**src/rtl/folded_fir_scheduler.sv**
```systemverilog
// folded_fir_scheduler: sequencer for a time-shared FIR MAC.
// Accepts one sample per valid/ready handshake, shifts it into an NTAPS-deep
// delay line and presents one (sample, coefficient) pair per clock to an
// external MAC, with first/last strobes framing each output sample.
// Optional feature: define COEF_SHADOW_EN for a double-buffered coefficient
// bank whose commits only take effect on a sample boundary.
module folded_fir_scheduler #(
  parameter int unsigned NTAPS = 5,
  parameter int unsigned DW    = 12,
  parameter int unsigned CW    = 13,
  parameter int unsigned AW    = 3
) (
  input  logic                 clk100,
  input  logic                 reset,
  input  logic                 in_valid,
  output logic                 in_ready,
  input  logic signed [DW-1:0] in_data,
  input  logic                 coef_we,
  input  logic        [AW-1:0] coef_addr,
  input  logic signed [CW-1:0] coef_wdata,
  input  logic                 coef_commit,
  output logic                 mac_valid,
  output logic signed [DW-1:0] mac_data,
  output logic signed [CW-1:0] mac_coef,
  output logic        [AW-1:0] mac_tap,
  output logic                 mac_first,
  output logic                 mac_last,
  output logic                 busy
);

  localparam logic [AW-1:0] LAST_TAP = AW'(NTAPS - 1);

  typedef enum logic {
    IDLE = 1'b0,
    RUN  = 1'b1
  } state_t;

  state_t               state_q, state_d;
  logic        [AW-1:0] tap_q,   tap_d;
  logic signed [DW-1:0] x_q [NTAPS];
  logic signed [DW-1:0] x_d [NTAPS];
  logic signed [CW-1:0] c_q [NTAPS];
  logic signed [CW-1:0] c_d [NTAPS];

`ifdef COEF_SHADOW_EN
  logic signed [CW-1:0] s_q [NTAPS];
  logic signed [CW-1:0] s_d [NTAPS];
  logic                 commit_pend_q, commit_pend_d;
`else
  logic                 unused_coef_commit;
  assign unused_coef_commit = coef_commit;
`endif

  logic last_tap;
  logic accept;
  logic addr_ok;

  // Handshake: ready when idle or on the final tap, so samples can stream back-to-back.
  always_comb begin
    last_tap = (tap_q == LAST_TAP);
    in_ready = (state_q == IDLE) || ((state_q == RUN) && last_tap);
    accept   = in_valid && in_ready;
    addr_ok  = (32'(coef_addr) < NTAPS);
  end

  // Next-state and tap counter: IDLE/RUN sequencing, one tap per clock.
  always_comb begin
    state_d = state_q;
    tap_d   = tap_q;
    case (state_q)
      IDLE: begin
        if (accept) begin
          state_d = RUN;
          tap_d   = '0;
        end
      end
      RUN: begin
        if (last_tap) begin
          tap_d = '0;
          if (!accept) state_d = IDLE;
        end else begin
          tap_d = tap_q + AW'(1);
        end
      end
    endcase
  end

  // Delay line: shift only on accept, otherwise hold.
  always_comb begin
    for (int unsigned i = 0; i < NTAPS; i++) x_d[i] = x_q[i];
    if (accept) begin
      x_d[0] = in_data;
      for (int unsigned i = 1; i < NTAPS; i++) x_d[i] = x_q[i-1];
    end
  end

`ifdef COEF_SHADOW_EN
  // Coefficient banks: writes land in shadow; a pending commit copies shadow to
  // active only when idle or on an accept edge, so a sample never mixes banks.
  // The copy uses the registered shadow, so a write in the commit cycle is included.
  always_comb begin
    for (int unsigned i = 0; i < NTAPS; i++) begin
      s_d[i] = s_q[i];
      c_d[i] = c_q[i];
    end
    commit_pend_d = commit_pend_q;
    if (commit_pend_q && ((state_q == IDLE) || accept)) begin
      for (int unsigned i = 0; i < NTAPS; i++) c_d[i] = s_q[i];
      commit_pend_d = 1'b0;
    end
    if (coef_we && addr_ok) s_d[coef_addr] = coef_wdata;
    if (coef_commit) commit_pend_d = 1'b1;
  end
`else
  // Coefficient bank: direct write; out-of-range addresses are dropped.
  always_comb begin
    for (int unsigned i = 0; i < NTAPS; i++) c_d[i] = c_q[i];
    if (coef_we && addr_ok) c_d[coef_addr] = coef_wdata;
  end
`endif

  // MAC port: decoded purely from registered state.
  always_comb begin
    busy      = (state_q == RUN);
    mac_valid = busy;
    mac_data  = x_q[tap_q];
    mac_coef  = c_q[tap_q];
    mac_tap   = tap_q;
    mac_first = busy && (tap_q == '0);
    mac_last  = busy && last_tap;
  end

  // State, delay line and coefficient registers with async active-low reset.
  always_ff @(posedge clk100 or negedge reset) begin
    if (!reset) begin
      state_q <= IDLE;
      tap_q   <= '0;
      for (int unsigned i = 0; i < NTAPS; i++) begin
        x_q[i] <= '0;
        c_q[i] <= '0;
`ifdef COEF_SHADOW_EN
        s_q[i] <= '0;
`endif
      end
`ifdef COEF_SHADOW_EN
      commit_pend_q <= 1'b0;
`endif
    end else begin
      state_q <= state_d;
      tap_q   <= tap_d;
      for (int unsigned i = 0; i < NTAPS; i++) begin
        x_q[i] <= x_d[i];
        c_q[i] <= c_d[i];
`ifdef COEF_SHADOW_EN
        s_q[i] <= s_d[i];
`endif
      end
`ifdef COEF_SHADOW_EN
      commit_pend_q <= commit_pend_d;
`endif
    end
  end

endmodule

```
**config.mk**
```make
export PLATFORM = sky130hd
export DESIGN_NAME = folded_fir_scheduler
export DESIGN_NICKNAME = d
export VERILOG_FILES = /design/src/rtl/folded_fir_scheduler.sv
export SDC_FILE = /design/constraint.sdc
export NUM_CORES = 1
export LEC_CHECK = 0
export BUFFER_PORTS_ARGS = -buffer_cell sky130_fd_sc_hd__buf_2
export CORE_ASPECT_RATIO = 1.1
export CORE_MARGIN = 4
export CORE_UTILIZATION = 48
export CTS_CLUSTER_DIAMETER = 60
export DETAILED_ROUTE_END_ITERATION = 6
export PLACE_DENSITY_LB_ADDON = 0.12
export SLEW_MARGIN = 25
export SYNTH_ARGS = -nofsm -noshare
export SYNTH_HDL_FRONTEND = slang
export SYNTH_SLANG_ARGS = --single-unit
```
**constraint.sdc**
```tcl
create_clock -name clk100 -period 6.6 [get_ports clk100]
set_clock_uncertainty 0.2 [all_clocks]
set_input_delay 0.66 -clock clk100 [delete_from_list [all_inputs] [get_ports clk100]]
set_output_delay 0.66 -clock clk100 [all_outputs]
set_load 0.01 [all_outputs]
```
==> impl_metrics.json <==
{
  "outcome": "complete, no violations",
  "first_pass_iters": 4,
  "postSynthCellCount": 412,
  "synth_common_cells": "mux2_2 (150), dfrtp_1 (129), nor2_1 (26), mux2i_1 (24), a221o_1 (23)",
  "critPathKind": "flop to output pin",
  "htreeDepth": 4,
  "coreArea_mm2": 0.0120,
  "setup_viol": 0,
  "area_growth_pct": 19.4,
  "path_max_fanout": 27,
  "start_util_pct": 49.0,
  "post_synth.cell_area_avg_um2": 14.2,
  "async_flop_share_pct": 100,
  "cts.repair.resized": 0,
  "slowest_delay_ns": 0.65,
  "slew_viol_final": 0,
  "fin_util_pct": 58.5,
  "clkSinkCount": 129,
  "synth_cell_types": 27,
  "n_antenna_cell": 0,
  "nFillCells": 957,
  "drc": 0,
  "ant_nets": 0,
  "gp_congestion": 0.685,
  "final_cells": 646,
  "synth_sequential_area_ratio_pct": 55.0,
  "cts_setup_buffers": 0,
  "setup_tns_ns": 0,
  "postCtsHoldBufs": 0,
  "cpMaxStageDelayCell": "dfrtp_1",
  "cts_root_buf": "clkbuf_16",
  "grt_pass1_wl_mm": 19.7,
  "synth_warnings": 0,
  "met1Wirelength_mm": 5.18,
  "multiInputGateArea_mm2": 0.00249,
  "worstSetupPathDepth": 4,
  "row_count": 42,
  "netlist_area_mm2": 0.00587,
  "max_slew_margin_pct": 41.1,
  "period_share_pct": 49.5,
  "cts_tree": "built",
  "cts_buffers": 17,
  "clockBufferDepth": 2,
  "timing.reg2reg.setup_slack_ns": 3.97,
  "peakVddDrop_mv": 0.224,
  "gr-total-overflow": 0,
  "wl_per_cell_um": 18.4,
  "grt_antenna_before_repair": 1,
  "rr_worst_depth": 5,
  "synth_most_common_cell": "mux2_2",
  "vias": 3530,
  "crit_family": "flip-flops",
  "wl_met2_mm": 6.10,
  "grt_usage_pct": 18.5,
  "die_height_um": 124,
  "die_area_mm2": 0.0141,
  "synth_seq_cells": 129,
  "synthTopCellsByArea": "dfrtp_1 (55%), mux2_2 (29%), mux2i_1 (4.1%)",
  "syn-num-nets": 447,
  "required_ns": 5.74,
  "synth_edf_count": 0,
  "wirelength_mm": 11.9,
  "critPathLaunchType": "flop",
  "top_layer": "met5",
  "leakagePower_nw": 3.23,
  "end_kind": "output pin",
  "period_needed_ns": 3.27,
  "endpoint": "mac_data[0]",
  "seq_area_mm2": 0.00323,
  "drive_gt1_share_pct": 53.9,
  "grt_max_degree": 76,
  "crit_start": "mac_tap[2]",
  "worst-path-buf-inv": 2,
  "rsz0062_at_grt": "no",
  "synth.largest_area_cell": "dfrtp_1",
  "initialDrtViolationCount": 122,
  "dr_wl_met3_um": 410,
  "tightest_slew_ns": 0.879,
  "grt_pass1_vias": 3809,
  "final_hold_viol_count": 0,
  "die_width_um": 113,
  "port_buffers": 64,
  "reg2reg_to": "x_q[19]",
  "arrival_ns": 2.41,
  "pin_count": 66,
  "max_freq_ghz": 0.306,
  "clk_pin_slew_ns": 0.06,
  "clk_latency_ns": 0.41,
  "cellPowerDensity_mw_per_mm2": 495,
  "timing.rr.start": "mac_tap[2]",
  "max_cap_violations": 0,
  "vias_per_cell": 5.46,
  "synth_flop_cell": "dfrtp_1",
  "hpwl_mm": 7.31,
  "nets": 514,
  "path_cells": "buf_4 > mux2_2 > a221o_1 > buf_2",
  "hold_path_class": "input port to async pin",
  "placed_cells": 614,
  "synth_top_area_share_pct": 55.0
}
power by group:
part           leakage (nW)  switching, mW  internal [mW]  total [mW]
Clock                 0.325          0.325          0.719        1.04
Sequential             1.58          0.188           1.06        1.25
Combinational          1.33          0.554          0.626        1.18
Total                  3.23           1.07           2.40        3.47
layer usage:
layer,track usage (%),up-vias
li1,-,1645
met1,22.7,1817
met2,31.1,48
met3,5.10,18
met4,7.21,2
met5,0,-
layout make-up:
class,count,area share [%]
inverter,2,0.107
tap,154,2.75
clock buffer,23,7.11
multi-input combinational,254,35.6
timing repair buffer,75,5.84
sequential,129,46.1
clock inverter,9,2.50
worst min path at each step:
stage	start	end	cells after the start
floorplan	reset	busy	0
global placement	c_q[33]	c_q[33]	1
detailed placement	c_q[5]	c_q[5]	1
CTS	reset	x_q[3]	1
global route	reset	x_q[37]	1
finish	reset	x_q[37]	1
registers in the layout, indices dropped and copies added, names as in the netlist:
register	flops
c_q	65
busy	1
mac_tap	3
x_q	60
cells by family (layout without fill, tap and decap cells):
family / after synthesis / in the layout / share of synthesized area, %
mux: 174 / 174 / 32.9
compound gates: 33 / 33 / 4.99
flops: 129 / 129 / 55.0
fa+ha+maj: 2 / 2 / 0.426
simple gates: 45 / 45 / 3.97
buf+inv: 29 / 109 / 2.71
per-stage QoR:
step	hold WS, ns	power (mW)	worst slack, ns	cell area, um2
after floorplan	0.164	2.07	4.20	5870
after global placement	0.282	2.41	3.73	6330
after detailed placement	0.291	2.46	3.73	6330
after CTS	0.233	3.52	3.29	7000
after global routing	0.116	3.69	3.25	7010
final	0.0606	3.47	3.33	7010
cell usage in the layout, fill, tap and decap left out, types with 4 or more instances in the layout:
cell / instances
mux2_2: 150
dfrtp_1: 128
buf_2: 63
nor2_1: 25
mux2i_1: 24
a221o_1: 23
clkbuf_16: 17
buf_4: 11
nand2_1: 5
clkbuf_8: 5
bufinv_16: 5
o21ai_0: 4
Power figures use the tool's default switching activity.
